[config.mk]
export PLATFORM = sky130hd
export DESIGN_NAME = seq_detect_sched
export DESIGN_NICKNAME = d
export VERILOG_FILES = /design/src/rtl/seq_detect_sched.sv
export SDC_FILE = /design/constraint.sdc
export NUM_CORES = 1
export LEC_CHECK = 0
export ABC_AREA = 1
export CAP_MARGIN = 0
export CORE_ASPECT_RATIO = 0.75
export CORE_MARGIN = 4
export CORE_UTILIZATION = 42
export DETAILED_ROUTE_END_ITERATION = 6
export PLACE_DENSITY = 0.63
export SLEW_MARGIN = 20
export SYNTH_ARGS = -nofsm -noshare
export SYNTH_HDL_FRONTEND = slang
export SYNTH_SLANG_ARGS = --single-unit
[constraint.sdc]
create_clock -name clk -period 2 [get_ports clk]
set_input_delay 0.4 -clock clk [delete_from_list [all_inputs] [get_ports clk]]
set_output_delay 0.4 -clock clk [all_outputs]
set_load 0.05 [all_outputs]
[src/rtl/seq_detect_sched.sv]
// seq_detect_sched: word scheduler around a serial, overlapping, programmable pattern matcher.
// Each accepted word is shifted MSB-first; the per-word match count is returned by handshake.
module seq_detect_sched #(
  parameter int WIDTH    = 8,
  parameter int PLEN_MAX = 8,
  parameter int CNT_W    = 4
) (
  input  logic                            clk,
  input  logic                            reset,
  input  logic                            cfg_load,
  input  logic [PLEN_MAX-1:0]             cfg_pattern,
  input  logic [$clog2(PLEN_MAX+1)-1:0]   cfg_len,
  input  logic                            in_valid,
  input  logic [WIDTH-1:0]                in_data,
  output logic                            in_ready,
  output logic                            out_valid,
  output logic [CNT_W-1:0]                out_count,
  input  logic                            out_ready,
  output logic                            match_pulse,
  output logic                            busy
);
  // state  | meaning
  // IDLE   | waiting for a word; config loads accepted
  // SHIFT  | serializing the captured word, one bit per clock
  // REPORT | holding out_count until the consumer takes it
  localparam logic [1:0] S_IDLE   = 2'd0;
  localparam logic [1:0] S_SHIFT  = 2'd1;
  localparam logic [1:0] S_REPORT = 2'd2;

  localparam int LW = $clog2(PLEN_MAX + 1);
  localparam int BW = $clog2(WIDTH + 1);

  logic [1:0]          state;
  logic [WIDTH-1:0]    word;
  logic [PLEN_MAX-1:0] hist;
  logic [PLEN_MAX-1:0] hist_n;
  logic [PLEN_MAX-1:0] pattern;
  logic [PLEN_MAX-1:0] mask;
  logic [LW-1:0]       len;
  logic [LW-1:0]       len_n;
  logic [BW-1:0]       bits_seen;
  logic [BW-1:0]       bits_n;
  logic [CNT_W-1:0]    count;
  logic                pulse;
  logic                hit;

  // Match is judged on the history as it will look after this cycle's shift.
  always_comb begin
    len_n  = (cfg_len > LW'(PLEN_MAX)) ? LW'(PLEN_MAX) : cfg_len;
    hist_n = {hist[PLEN_MAX-2:0], word[WIDTH-1]};
    bits_n = bits_seen + BW'(1);
    for (int i = 0; i < PLEN_MAX; i++) begin
      mask[i] = (LW'(i) < len);
    end
    hit = (len >= LW'(2)) && (int'(bits_n) >= int'(len)) &&
          (((hist_n ^ pattern) & mask) == '0);
  end

  always_ff @(posedge clk) begin
    if (reset) begin
      state     <= S_IDLE;
      word      <= '0;
      hist      <= '0;
      bits_seen <= '0;
      count     <= '0;
      pulse     <= 1'b0;
      pattern   <= PLEN_MAX'(4'b1010);
      len       <= LW'(4);
    end else begin
      pulse <= 1'b0;
      case (state)
        S_IDLE: begin
          if (cfg_load) begin
            pattern <= cfg_pattern;
            len     <= len_n;
          end
          if (in_valid) begin
            word      <= in_data;
            hist      <= '0;
            bits_seen <= '0;
            count     <= '0;
            state     <= S_SHIFT;
          end
        end
        S_SHIFT: begin
          word      <= {word[WIDTH-2:0], 1'b0};
          hist      <= hist_n;
          bits_seen <= bits_n;
          if (hit) begin
            pulse <= 1'b1;
            if (count != '1) count <= count + CNT_W'(1);
          end
          if (bits_n == BW'(WIDTH)) state <= S_REPORT;
        end
        S_REPORT: begin
          if (out_ready) state <= S_IDLE;
        end
        default: state <= S_IDLE;
      endcase
    end
  end

  assign in_ready    = (state == S_IDLE);
  assign out_valid   = (state == S_REPORT);
  assign out_count   = count;
  assign match_pulse = pulse;
  assign busy        = (state != S_IDLE);

endmodule

==> results.py, run 1 <==
metrics = {
    "cells_and_area": {
        "drive_gt1_share_pct": 13.95,
        "diodes": 0,
        "syn_to_final_growth_pct": 33.95,
        "final_area_sq_um": 2434,
        "fin_cells": 349,
        "fin_util_pct": 59.30,
        "nets": 324,
        "fillers": 387,
    },
    "global_routing": {
        "use_met3_pct": 6.226,
        "use_met1_pct": 22.95,
        "grt_max_degree": 26,
        "track_usage_pct": 16.17,
        "grt_pass1_wl_um": 6900,
        "overflow": 0,
        "grt_pass1_vias": 1500,
        "top_usage_layer": "met1",
        "met2_usage_pct": 22.12,
        "grt_antenna_before_repair": 0,
    },
    "setup_path": {
        "worstSetupEndpoint": "out_count[3]",
        "r2r-end": "out_count[3]",
        "slowest_stage": "dfxtp_4",
        "crit_required_ns": 2.19,
        "critPathBufInv": 0,
        "startpoint_type": "flop",
        "cp-startpoint": "bits_seen[1]",
        "crit_cells": 13,
        "crit_fanout": 8,
        "cp_cell_sequence": "nand3_2 > xnor2_2 > ha_1 > a21oi_1 > nand2_1 > nor2_1 > nor2_2 > nand2_2 > nand2_2 > nand3_4 > nand2_2 > nand2_1 > nor2_1",
        "reg2regPathDepth": 13,
        "crit_path_end_kind": "flop",
        "cp.arrival_ns": 2.12,
        "ff2ff_setup_slack_ns": 0.07,
        "crit_family": "simple AND/OR/NAND/NOR gates",
        "cpPeakStageDelay_ns": 0.38,
        "path_class": "reg -> reg",
        "r2r-start": "bits_seen[1]",
        "worst_path_most_repeated_cell": "nand2_2",
    },
    "power": {
        "leakagePower_uw": 0.001062,
        "p_clk_share_pct": 38.7,
        "peakVddDrop_uv": 463.9,
        "seqPwrFrac_pct": 42.4,
        "switching_share_pct": 26.53,
        "p_int_uw": 1458,
        "p_sw_uw": 526.5,
        "power_density_nw_per_um2": 815.5,
        "p_total_uw": 1985,
        "pwr-share-comb_pct": 18.9,
    },
    "logic_synthesis": {
        "synth_seq_cells": 38,
        "synth_cell_type_count": 26,
        "yosysSeqAreaShare_pct": 41.87,
        "synthCells": 252,
        "yosys-top-cells-area": "dfxtp_1 42%, nand2_1 12%, o21ai_0 7.7%, nor2_1 6.8%, a21oi_1 5.2%",
        "synth_edf_count": 0,
        "synth_top_area_share_pct": 41.87,
        "avgSynthCellArea_sq_um": 7.209,
        "yosys.area.top_type": "dfxtp_1",
        "synthFlopType": "dfxtp_1",
        "synth_nets": 283,
        "yosysWarnings": 0,
        "synth_area_sq_um": 1817,
        "synthArstFlopShare_pct": 0,
    },
    "cts": {
        "clock-sinks": 38,
        "ctsRootBufferMaster": "clkbuf_8",
        "clockBufferDepth": 2,
        "cts_buffers": 5,
        "cts_max_level": 2,
        "path_clk_slew_ns": 0.08,
        "cts_tree": "yes",
        "clk-insertion-delay-late_ns": 0.29,
        "hold_buffers": 0,
    },
    "timing": {
        "worstMarginPinSlew_ns": 0.5021,
        "whs_ns": 0.4598,
        "period_share_pct": 96.40,
        "drv_slew": 0,
        "slew_headroom_pct": 66.47,
        "fin_worst_skew_ns": 0.006181,
        "setup-violations-final": 0,
        "min_period_ns": 1.928,
        "rsz0062_at_grt": "true",
        "fmax_ghz": 0.5187,
        "hold_viol": 0,
    },
    "route": {
        "drc_errors": 0,
        "drtIter0Drc": 89,
        "routed_via_density": 4.751,
        "drtAntennaViolNets": 0,
        "drt_pass1_iterations": 4,
        "wire_per_inst_um": 12.21,
        "routed_wl_um": 4261,
        "num_vias": 1658,
    },
    "floorplanning": {
        "die_w_um": 83.95,
        "ioPinCount": 33,
        "row_count": 20,
        "die_h_um": 64.96,
        "core_sq_um": 4104,
        "fp.dieArea_sq_um": 5453,
        "initial_utilization_pct": 44.27,
    },
    "min_path": {
        "hp-start": "word[3]",
        "min_path_type": "reg -> reg",
    },
    "place": {
        "place_area_sq_um": 2192,
        "place_congestion": 0.7909,
        "io_buffers": 32,
        "dpl.hpwl_um": 3074,
        "place_inst": 336,
    },
    "job": {
        "max-cap-violations": 0,
    },
    "run_status": {
        "status": "completed",
    },
}
synth_stat cells (2+ instances only):
library cell / number
nand3_1: 12
o32ai_1: 3
inv_1: 25
clkbuf_1: 3
buf_2: 2
inv_2: 2
nand2_1: 57
nor2_2: 2
dfxtp_1: 38
a21oi_1: 19
a32o_1: 4
nand2_2: 4
xor2_1: 4
ha_1: 6
nor2_1: 33
o21ai_0: 28
power groups by stage:
stage          sequential [uW]  combinational [uW]  clock, uW
3_3_place_gp               858                 359          0
6_report                   841                 376        768
4_1_cts                    841                 365        795
2_1_floorplan              881                 211          0
3_5_place_dp               859                 361          0
5_1_grt                    847                 422        838
cell families after synthesis:
kind of cell,count (synthesis),synth area share [%]
compound gates,56,17.42
fa+ha+maj,6,4.132
simple gates,112,26.17
flops,38,41.87
xor+xnor,5,2.410
buf+inv,35,7.989
flip-flops by register name (all words and copies together) (netlist names):
name and flops:
match_pulse 1, hist 7, out_count 4, word 8, bits_seen 4, len 4
pattern 8, state 2
per-stage QoR:
step	setup TNS (ns)	worst slack [ns]
floorplan	0	0.2467
global placement	0	0.1339
detailed placement	0	0.05347
CTS	0	0.007151
global route	-0.2408	-0.07594
finish	0	0.07206
repair_timing:
| item | 4_1_cts | 5_1_grt |
|---|---|---|
| endpoints found under the setup margin | 0 | 5 |
| endpoints found under the hold margin | 0 | 0 |
| buffers inserted | 0 | 5 |
| gates resized for setup | 0 | 15 |
tightest hold or removal path: cells and delay by family (launching register included):
kind	cells	cell delay (ns)
simple gates	1	0.06
compound gates	1	0.05
flops	1	0.31
layout make-up:
class / count / area (sq um) / area share (%)
sequential: 38 / 772.0 / 31.72
tap: 55 / 68.82 / 2.828
clock inverter: 3 / 68.82 / 2.828
inverter: 27 / 101.3 / 4.165
timing repair buffer: 42 / 402.9 / 16.56
clock buffer: 5 / 68.82 / 2.828
multi-input combinational: 179 / 950.9 / 39.07
worst min path at each step:
stage / endpoint / slack (ns) / depth (start not counted)
after floorplan: word[2] / 0.44 / 2
after detailed placement: word[4] / 0.45 / 2
after global placement: word[4] / 0.45 / 2
after global routing: word[1] / 0.49 / 2
final: word[4] / 0.46 / 2
after CTS: word[4] / 0.46 / 2
placed cells by master, fill, tap and decap left out, drive strengths merged, types with 2 or more instances in the layout:
| master | n |
|---|---|
| ha | 6 |
| inv | 27 |
| nand3 | 13 |
| xor2 | 4 |
| dfxtp | 38 |
| a32o | 4 |
| clkbuf | 5 |
| buf | 13 |
| bufinv | 2 |
| nand2 | 61 |
| o21ai | 28 |
| clkdlybuf4s50 | 28 |
| o32ai | 3 |
| a21oi | 19 |
| nor2 | 36 |
per-layer routing:
layer / routed length [um] / vias to the layer above / part of all wire (%)
li1: - / 897 / -
met1: 2193 / 720 / 51
met2: 1761 / 37 / 41
met3: 267 / 4 / 6.3
met4: 39 / 0 / 0.92
met5: 0 / - / 0
No activity file was read; power rests on OpenSTA's default activity.
==> inputs of run 2 (changes only) <==
--- a/config.mk
+++ b/config.mk
@@ -9,9 +9,10 @@
 export CAP_MARGIN = 0
 export CORE_ASPECT_RATIO = 0.75
 export CORE_MARGIN = 4
-export CORE_UTILIZATION = 42
+export CORE_UTILIZATION = 50
 export DETAILED_ROUTE_END_ITERATION = 6
-export PLACE_DENSITY = 0.63
+export PLACE_DENSITY = 0.74
+export SETUP_SLACK_MARGIN = 0.02
 export SLEW_MARGIN = 20
 export SYNTH_ARGS = -nofsm -noshare
 export SYNTH_HDL_FRONTEND = slang
==> constraint.sdc (replaced) <==
create_clock -name clk -period 2 [get_ports clk]
set_input_delay 0.4 -clock clk [delete_from_list [all_inputs] [get_ports clk]]
set_output_delay 0.4 -clock clk [all_outputs]
set_load 0.1 [all_outputs]
==> run 2 against run 1 <==
Against the previous run:
- critical path depth is 2 higher
- critical path type unchanged
- utilization up 13 points
- register-to-register slack improved by 0.02 ns
- critical endpoint is now out_count[0]
- count of clock-buffer cells in the layout grew 1
- worst hold slack barely moved
- maximum frequency grew 1.1%
- non-clock buffer count is 1 lower
- largest cell class unchanged
==> results.py, run 2 (synthesis gave the netlist of run 1 again) <==
metrics = {
    "cells_and_area": {
        "nets": 323,
        "fin_util_pct": 72.74,
        "final_common_cell": "nand2_1",
        "final_area_sq_um": 2474,
        "drive_gt1_share_pct": 18.49,
        "final_cell_mix": "50 x nand2_1, 35 x dfxtp_1, 29 x nor2_1",
        "fillers": 256,
        "largestRegisters": "pattern: 8 flops, word: 8 flops, hist: 7 flops",
        "syn_to_final_growth_pct": 36.16,
        "diodes": 0,
    },
    "setup_path": {
        "r2r-end": "out_count[0]",
        "r2r-start": "bits_seen[0]",
        "cp.arrival_ns": 2.14,
        "ff2ff_setup_slack_ns": 0.09,
        "path_class": "reg -> reg",
        "startpoint_type": "flop",
        "crit_path_end_kind": "flop",
        "reg2regPathDepth": 15,
        "crit_fanout": 8,
        "crit_required_ns": 2.23,
    },
    "floorplanning": {
        "die_w_um": 77.61,
        "core_sq_um": 3401,
        "die_h_um": 60.20,
        "initial_utilization_pct": 53.42,
        "row_count": 18,
        "ioPinCount": 33,
        "fp.dieArea_sq_um": 4672,
    },
    "cts": {
        "path_clk_slew_ns": 0.08,
        "clock-sinks": 38,
        "cts_buffers": 5,
        "clockBufferDepth": 2,
        "clk-insertion-delay-late_ns": 0.29,
        "hold_buffers": 0,
        "cts_max_level": 2,
        "ctsRootBufferMaster": "clkbuf_8",
        "cts_tree": "yes",
    },
    "power": {
        "leakagePower_uw": 0.001052,
        "peakVddDrop_uv": 501.8,
        "power_density_nw_per_um2": 791.0,
    },
    "timing": {
        "rsz0062_at_grt": "true",
        "drv_slew": 0,
        "fin_worst_skew_ns": 0.004357,
        "slew_headroom_pct": 70.74,
        "worstMarginPinSlew_ns": 0.4374,
        "fmax_ghz": 0.5244,
        "min_period_ns": 1.907,
        "setup-violations-final": 0,
        "hold_viol": 0,
        "period_share_pct": 95.35,
    },
    "place": {
        "dpl.hpwl_um": 3048,
        "place_area_sq_um": 2223,
        "place_congestion": 0.8135,
        "io_buffers": 32,
    },
    "global_routing": {
        "grt_antenna_before_repair": 0,
        "track_usage_pct": 20.34,
        "grt_max_degree": 15,
        "grt_pass1_vias": 1640,
        "overflow": 0,
        "grt_pass1_wl_um": 7403,
    },
    "min_path": {
        "whs_endpoint": "word[5]",
        "hp-start": "word[4]",
        "whs_path_depth": 2,
        "min_path_type": "reg -> reg",
    },
    "route": {
        "routed_via_density": 5.020,
        "num_vias": 1717,
        "drtIter0Drc": 137,
        "drtAntennaViolNets": 0,
        "drc_errors": 0,
        "drt_pass1_iterations": 4,
        "wire_per_inst_um": 13.04,
        "routed_wl_um": 4460,
    },
    "run_status": {
        "status": "completed",
    },
    "job": {
        "max-cap-violations": 0,
    },
}
==> run 2: cell types whose count changed in the layout (fill, tap and decap cells not counted), sizes merged <==
cell,previous run,this run
clkbuf,5,6
clkdlybuf4s50,28,24
bufinv,2,1
buf,13,17
dlymetal6s2s,1,0
clkinv,1,0
==> run 2: worst max path at each step <==
stage                            start           end  slack, ns
after CTS                 bits_seen[1]  out_count[0]       0.03
after global placement    bits_seen[0]  out_count[2]       0.15
after detailed placement  bits_seen[0]  out_count[2]     0.0006
after global routing      bits_seen[0]  out_count[0]      -0.03
final                     bits_seen[0]  out_count[0]       0.09
after floorplan           out_count[0]  out_count[0]       0.05
==> run 2: timing repair <==
action,4_1_cts,5_1_grt
pin swaps,1,8
buffers inserted,0,3
setup endpoints to repair,4,4
gates resized for setup,4,22
cloned,0,0
==> run 2: per-layer routing <==
metal | GRT usage, % | vias to the layer above | wire, um
met5 | 0 | - | 0
met4 | 6.853 | 0 | 53
met2 | 31.83 | 33 | 1942
met1 | 27.31 | 780 | 2309
met3 | 5.422 | 6 | 155
li1 | - | 898 | -
==> run 2: area by class of cell <==
class	count	area [sq um]	share of cell area, %
Sequential cell	38	772.0	31.21
Timing Repair Buffer	41	417.9	16.89
Tap cell	50	62.56	2.529
Multi-Input combinational cell	179	1007	40.72
Clock inverter	1	30.03	1.214
Inverter	27	101.3	4.097
Clock buffer	6	82.58	3.338
==> run 2: per-stage QoR <==
step | hold slack, ns | setup TNS (ns) | cells | setup slack, ns | power (uW)
2_1_floorplan | 0.4360 | 0 | 252 | 0.04749 | 1140
3_3_place_gp | 0.4474 | 0 | 332 | 0.1458 | 1270
3_5_place_dp | 0.4457 | 0 | 332 | 0.0006026 | 1274
4_1_cts | 0.4596 | 0 | 339 | 0.02883 | 1933
5_1_grt | 0.4933 | -0.06600 | 342 | -0.03181 | 2046
6_report | 0.4599 | 0 | 342 | 0.09292 | 1957
==> run 2: critical path, stage by stage (launching register included) <==
cell and delay [ns]:
dfxtp_4 0.38, ha_4 0.17, xor2_2 0.15, ha_1 0.29
nand2_2 0.08, inv_2 0.06, nand2_2 0.05, nand2_2 0.05
nor2_2 0.04, nor2_2 0.08, nand2_2 0.06, nand2_2 0.07
nand3_4 0.13, nand2_2 0.11, nand2_2 0.05, nor2_2 0.09
==> run 2: where the power goes <==
| part | internal [uW] | leakage, uW | switching [uW] |
|---|---|---|---|
| logic | 165 | 0.000680 | 279 |
| registers | 804 | 0.000314 | 38.5 |
| clock network | 399 | 0.0000573 | 272 |
